$ cat src/rtl/spif_router_pkg.sv
// Shared types and helpers for the multicast packet router.
package spif_router_pkg;
  localparam int KEY_BITS         = 32;
  localparam int PKT_BITS_DEF     = 72;
  localparam int NUM_CHANNELS_DEF = 4;

  typedef logic [PKT_BITS_DEF-1:0]     pkt_t;
  typedef logic [NUM_CHANNELS_DEF-1:0] route_t;

  // Increment holding at the all-ones value of a `bits`-wide counter (1..64).
  function automatic logic [63:0] sat_inc(input logic [63:0] v, input int unsigned bits);
    logic [63:0] lim;
    lim = {64{1'b1}} >> (7'd64 - 7'(bits));
    return (v >= lim) ? lim : v + 64'd1;
  endfunction
endpackage

$ cat src/rtl/pkt_rt_lookup.sv
// Combinational key/mask priority match; lowest hitting entry supplies the route.
module pkt_rt_lookup
  import spif_router_pkg::*;
#(
  parameter int NUM_RREGS    = 16,
  parameter int NUM_CHANNELS = 4
) (
  input  logic [KEY_BITS-1:0]                         i_key,
  input  logic [NUM_RREGS-1:0][KEY_BITS-1:0]          i_reg_key,
  input  logic [NUM_RREGS-1:0][KEY_BITS-1:0]          i_reg_mask,
  input  logic [NUM_RREGS-1:0][NUM_CHANNELS-1:0]      i_reg_route,
  output logic                                        o_hit,
  output logic [NUM_CHANNELS-1:0]                     o_route
);
  // Scan high to low so the lowest matching index overwrites last.
  always_comb begin
    o_hit   = 1'b0;
    o_route = '0;
    for (int i = NUM_RREGS - 1; i >= 0; i--) begin
      if ((i_key & i_reg_mask[i]) == i_reg_key[i]) begin
        o_hit   = 1'b1;
        o_route = i_reg_route[i];
      end
    end
  end
endmodule

$ cat src/rtl/pkt_mc_router.sv
// Two-stage multicast router: table lookup, then per-channel replication with
// a drop timer and saturating route/drop counters.
module pkt_mc_router
  import spif_router_pkg::*;
#(
  parameter int NUM_RREGS    = 16,
  parameter int NUM_CHANNELS = 4,
  parameter int PKT_BITS     = 72,
  parameter int KEY_LSB      = 8,
  parameter int CNT_BITS     = 32
) (
  input  logic                                    clk,
  input  logic                                    reset,
  input  logic [31:0]                             drop_wait_in,
  input  logic [NUM_RREGS-1:0][KEY_BITS-1:0]      reg_key_in,
  input  logic [NUM_RREGS-1:0][KEY_BITS-1:0]      reg_mask_in,
  input  logic [NUM_RREGS-1:0][NUM_CHANNELS-1:0]  reg_route_in,
  input  logic [PKT_BITS-1:0]                     pkt_in_data_in,
  input  logic                                    pkt_in_vld_in,
  output logic                                    pkt_in_rdy_out,
  output logic [NUM_CHANNELS-1:0][PKT_BITS-1:0]   pkt_out_data_out,
  output logic [NUM_CHANNELS-1:0]                 pkt_out_vld_out,
  input  logic [NUM_CHANNELS-1:0]                 pkt_out_rdy_in,
  output logic [CNT_BITS-1:0]                     rt_cnt_out,
  output logic [CNT_BITS-1:0]                     drop_cnt_out
);
  function automatic logic [CNT_BITS-1:0] cnt_inc(input logic [CNT_BITS-1:0] v);
    return CNT_BITS'(sat_inc(64'(v), CNT_BITS));
  endfunction

  logic                    r_s1_full;
  logic [PKT_BITS-1:0]     r_s1_pkt;
  logic [NUM_CHANNELS-1:0] r_s1_route;
  logic [PKT_BITS-1:0]     r_s2_pkt;
  logic [NUM_CHANNELS-1:0] r_pend;
  logic [31:0]             r_timer;
  logic [CNT_BITS-1:0]     r_rt_cnt, r_drop_cnt;

  logic                    w_hit;
  logic [NUM_CHANNELS-1:0] w_route, w_pend_hs, w_pend_nx;
  logic                    w_timeout, w_s2_free, w_s1_drop, w_s2_load, w_s1_moves;
  logic                    w_accept, w_done;
  logic [CNT_BITS-1:0]     w_drop_1, w_drop_nx;

  pkt_rt_lookup #(.NUM_RREGS(NUM_RREGS), .NUM_CHANNELS(NUM_CHANNELS)) u_lookup (
    .i_key      (pkt_in_data_in[KEY_LSB +: KEY_BITS]),
    .i_reg_key  (reg_key_in),
    .i_reg_mask (reg_mask_in),
    .i_reg_route(reg_route_in),
    .o_hit      (w_hit),
    .o_route    (w_route)
  );

  // A handshake on the last pending copy beats the timeout in the same cycle.
  assign w_pend_hs  = r_pend & ~pkt_out_rdy_in;
  assign w_timeout  = (drop_wait_in != 32'd0) && (r_timer == drop_wait_in) && (w_pend_hs != '0);
  assign w_pend_nx  = w_timeout ? '0 : w_pend_hs;
  assign w_done     = (r_pend != '0) && (w_pend_hs == '0);
  assign w_s2_free  = (w_pend_nx == '0);

  assign w_s1_drop  = r_s1_full && (r_s1_route == '0);
  assign w_s2_load  = r_s1_full && !w_s1_drop && w_s2_free;
  assign w_s1_moves = w_s1_drop || w_s2_load;

  assign pkt_in_rdy_out = reset && (!r_s1_full || w_s1_moves);
  assign w_accept       = pkt_in_vld_in && pkt_in_rdy_out;

  // Both drop sources can fire together and each counts once.
  assign w_drop_1  = (w_s1_drop || w_timeout) ? cnt_inc(r_drop_cnt) : r_drop_cnt;
  assign w_drop_nx = (w_s1_drop && w_timeout) ? cnt_inc(w_drop_1) : w_drop_1;

  always_ff @(posedge clk) begin
    if (!reset) begin
      r_s1_full  <= 1'b0;
      r_s1_pkt   <= '0;
      r_s1_route <= '0;
      r_s2_pkt   <= '0;
      r_pend     <= '0;
      r_timer    <= '0;
      r_rt_cnt   <= '0;
      r_drop_cnt <= '0;
    end else begin
      if (w_accept) begin
        r_s1_pkt   <= pkt_in_data_in;
        r_s1_route <= w_hit ? w_route : '0;
      end
      r_s1_full <= w_accept || (r_s1_full && !w_s1_moves);
      if (w_s2_load) begin
        r_s2_pkt <= r_s1_pkt;
        r_pend   <= r_s1_route;
        r_timer  <= '0;
      end else begin
        r_pend <= w_pend_nx;
        if (w_pend_nx != '0) r_timer <= r_timer + 32'd1;
      end
      if (w_done) r_rt_cnt <= cnt_inc(r_rt_cnt);
      r_drop_cnt <= w_drop_nx;
    end
  end

  for (genvar c = 0; c < NUM_CHANNELS; c++) begin : g_out
    assign pkt_out_data_out[c] = r_s2_pkt;
  end
  assign pkt_out_vld_out = r_pend;
  assign rt_cnt_out      = r_rt_cnt;
  assign drop_cnt_out    = r_drop_cnt;
endmodule
$ cat config.mk
export PLATFORM = sky130hd
export DESIGN_NAME = pkt_mc_router
export DESIGN_NICKNAME = d
export VERILOG_FILES = /design/src/rtl/spif_router_pkg.sv /design/src/rtl/pkt_rt_lookup.sv /design/src/rtl/pkt_mc_router.sv
export SDC_FILE = /design/constraint.sdc
export NUM_CORES = 1
export LEC_CHECK = 0
export ABC_CLOCK_PERIOD_IN_PS = 5690
export BUFFER_PORTS_ARGS = -buffer_cell sky130_fd_sc_hd__buf_2
export CAP_MARGIN = 20
export CORE_AREA = 4 4 603 605
export DETAILED_ROUTE_END_ITERATION = 8
export DIE_AREA = 0 0 607 609
export PLACE_DENSITY = 0.31
export SLEW_MARGIN = 40
export SYNTH_ARGS = -nofsm -noshare
export SYNTH_HDL_FRONTEND = slang
export SYNTH_HIERARCHICAL = 1
export SYNTH_SLANG_ARGS = --single-unit
$ cat constraint.sdc
create_clock -name clk -period 5.69 [get_ports clk]
set_input_delay 0 -clock clk [delete_from_list [all_inputs] [get_ports clk]]
set_output_delay 0 -clock clk [all_outputs]
set_load 0.02 [all_outputs]
==> impl_metrics.tcl <==
set metrics [dict create \
    ys_ff_latch 249 \
    path_class "reg -> reg" \
    yosys.area.top_type_share 0.209 \
    wire_per_inst_um 32.3 \
    first_global_vias 31902 \
    cts.sinks 249 \
    antenna_left 0 \
    crit_fanout 31 \
    nets 5794 \
    hold_start "reg_route_in[26]" \
    drt_wl_total_um 310000 \
    seq_area_frac_synth 0.209 \
    setup_viol 0 \
    rrSetupSlack_ns 0.86 \
    ctsResizeCount 0 \
    powerDensity_nw_per_um2 149 \
    row_count 220 \
    ios 1556 \
    ys.flop_type "dfxtp_1" \
    syn_area_um2 23900 \
    slew_headroom 0.380 \
    route.vias.total 33985 \
    reg2regPathDepth 11 \
    area_growth_pct 60.3 \
    yosysWarnings 6 \
    min_period_over_period 0.849 \
    yosysUniqueCellTypes 91 \
    fmax_mhz 207 \
    clkTransAtPathRegs_ns 0.06 \
    synth_edf_count 0 \
    fin_tns_setup_ns 0 \
    async_flop_share 0 \
    port_buffers 1555 \
    syn_nets 4433 \
    r2r_end "drop_cnt_out[12]$_SDFF_PN0_" \
    first_pass_iters 5 \
    cts-htree-levels 2 \
    cts_buffers 36 \
    worstHoldPathCells 7 \
    root_buffer "clkbuf_16" \
    hold_viol 0 \
    clkLatencyLatePin_ns 0.61 \
    arrival_ns 5.32 \
    grt_max_degree 66 \
    cp_data_required_time_ns 6.17 \
    syn_area_per_cell_um2 7.39 \
    worst_slew_pin_slew_ns 0.924 \
    grt_use_total 0.159 \
    start_util 0.0667 \
    vdd_ir_drop_max_v 0.000161 \
    coreArea_um2 358000 \
    reg2reg_from "r_timer[7]$_SDFFE_PP0P_" \
    crit_path_end_kind "flop" \
    holdWs_ns 0.0937 \
    drive_gt1_frac 0.394 \
    hold_end "r_s1_route[2]$_SDFFE_PN0P_" \
    place_hpwl_um 272000 \
    tritoncts "yes" \
    synth_area_leaders "dfxtp_1 (21%), a21oi_1 (7.9%), buf_4 (7.4%)" \
    fin_crit_ns 4.83 \
    cap_violations 0 \
    synth.largest_area_cell "dfxtp_1" \
    die_x_um 607 \
    drt-vias-per-instance 3.55 \
    grt-ovfl-total 0 \
    die-area_um2 370000 \
    final_max_slew_viol_count 0 \
    post_cts_buffers 0 \
    rsz0062_at_grt "false" \
    startpoint_type "flop" \
    postSynthCellCount 3231 \
    die_h_um 609 \
    drc 0 \
    grt_pass1_wl_um 377000 \
    grt_antenna_before_repair 382 \
    min_path_type "in -> reg" \
    clockBufferDepth 3 \
    cellLeakagePower_nw 17.2 \
    drt_iter0_markers 2909 \
    finalClockSkew_ns 0.0536 \
    status "complete, no violations" \
    routabilityCongestion 0.939 \
]
==> layout make-up <==
type                    count  area, um^2
well taps                4773        5970
diodes                    187         468
inverters                  24        95.1
clock buffers              44         961
repair buffers           1721        9410
fillers                 41909      320000
clock inverters            21         178
flip-flops and latches    249        4980
multi-input cells        2560       16200
==> worst max path at each step <==
stage                          startpoint                     endpoint  slack (ns)  depth (start not counted)
2_1_floorplan  drop_cnt_out[1]$_SDFF_PN0_  drop_cnt_out[19]$_SDFF_PN0_        1.95                         12
3_3_place_gp           pkt_in_data_in[30]   r_s1_route[2]$_SDFFE_PN0P_        0.27                         13
3_5_place_dp      r_timer[7]$_SDFFE_PP0P_  drop_cnt_out[27]$_SDFF_PN0_        0.89                         11
4_1_cts                pkt_in_data_in[11]   r_s1_route[1]$_SDFFE_PN0P_        0.85                         16
5_1_grt           r_timer[7]$_SDFFE_PP0P_  drop_cnt_out[12]$_SDFF_PN0_        0.60                         11
6_report          r_timer[7]$_SDFFE_PP0P_  drop_cnt_out[12]$_SDFF_PN0_        0.86                         11
==> registers in the layout, indices dropped and copies added (netlist names) <==
signal           count
r_s1_full            1
rt_cnt_out          32
drop_cnt_out        32
r_s2_pkt            72
r_s1_pkt            72
r_s1_route           4
pkt_out_vld_out      4
r_timer             32
==> stage by stage <==
step                      utilization  power [W]  instance area, um^2  setup slack (ns)  instances
after floorplan                     -    0.00241                23900              1.95       3231
final                           0.107    0.00570                38300             0.858       9579
after global routing            0.106    0.00597                38100             0.599       9521
after detailed placement        0.100    0.00345                35900             0.893       9251
after CTS                       0.106    0.00585                37800             0.852       9392
after global placement         0.0995    0.00342                35600             0.270       9240
==> placed cells by master (no fill, tap or decap), types with 96 or more instances in the layout <==
master and count:
a211oi_1 99, a21boi_0 113, a21o_1 112, a21oi_1 379, and3_1 250, and3b_1 113, buf_2 1532, buf_4 96
dfxtp_1 249, diode_2 187, nand2_1 429, nand3_1 231, nand4_1 97, o22a_1 117, xnor2_1 121
==> per-layer routing <==
layer  track usage  share of wire  up-vias  wire length (um)
met5             0         0.0044        -              1370
met4        0.0592          0.046      204             14400
met3        0.0561          0.090      745             28000
met2         0.288           0.50     1904            156000
met1         0.167           0.36    16414            110000
li1              -              -    14718                 -
==> power by group <==
part | internal [W] | switching [W] | total [W]
Combinational | 0.000653 | 0.000984 | 0.00164
Sequential | 0.00178 | 0.0000201 | 0.00180
Clock | 0.00127 | 0.000990 | 0.00226
Total | 0.00370 | 0.00199 | 0.00570
==> cells in the mapped netlist (16+ instances only) <==
library cell and count:
nor4_1 38, inv_1 23, a21boi_0 113, buf_2 36, o22a_1 117, and3_1 250
clkbuf_1 69, nand2_1 432, a21o_1 112, and3b_1 113, a31oi_1 16, dfxtp_1 249
nand4_1 97, o21ai_0 33, a211oi_1 105, a21oi_1 379, buf_4 235, xor2_1 36
nor2_1 88, buf_6 44, nor3_1 18, nand3_1 231, xnor2_1 121
==> logic make-up after synthesis <==
kind of cell | Yosys count | synth area share
AOI/OAI and AO/OA | 982 | 0.278
xor gates and xnor gates | 157 | 0.0576
adders and majority gates | 3 | 0.00157
buffers and inverters | 422 | 0.120
DFF | 249 | 0.209
muxes | 20 | 0.00875
and+or+nand+nor | 1398 | 0.325
==> critical path, stage by stage, from the launching register on <==
cell and delay [ns]:
dfxtp_1 0.35, xnor2_1 0.30, nand4_1 0.23, or4_1 0.66, or4_2 1.04, buf_4 0.35
a21oi_1 0.22, o22a_1 0.21, nand4_1 0.29, nor3_1 0.49, nand4_2 0.31, a31oi_1 0.25
==> timing repair <==
| action | 4_1_cts | 5_1_grt |
|---|---|---|
| hold buffers | 76 | 0 |
| setup endpoints to repair | 0 | 0 |
| hold endpoints to repair | 70 | 0 |
(Power assumes the default switching activity.)
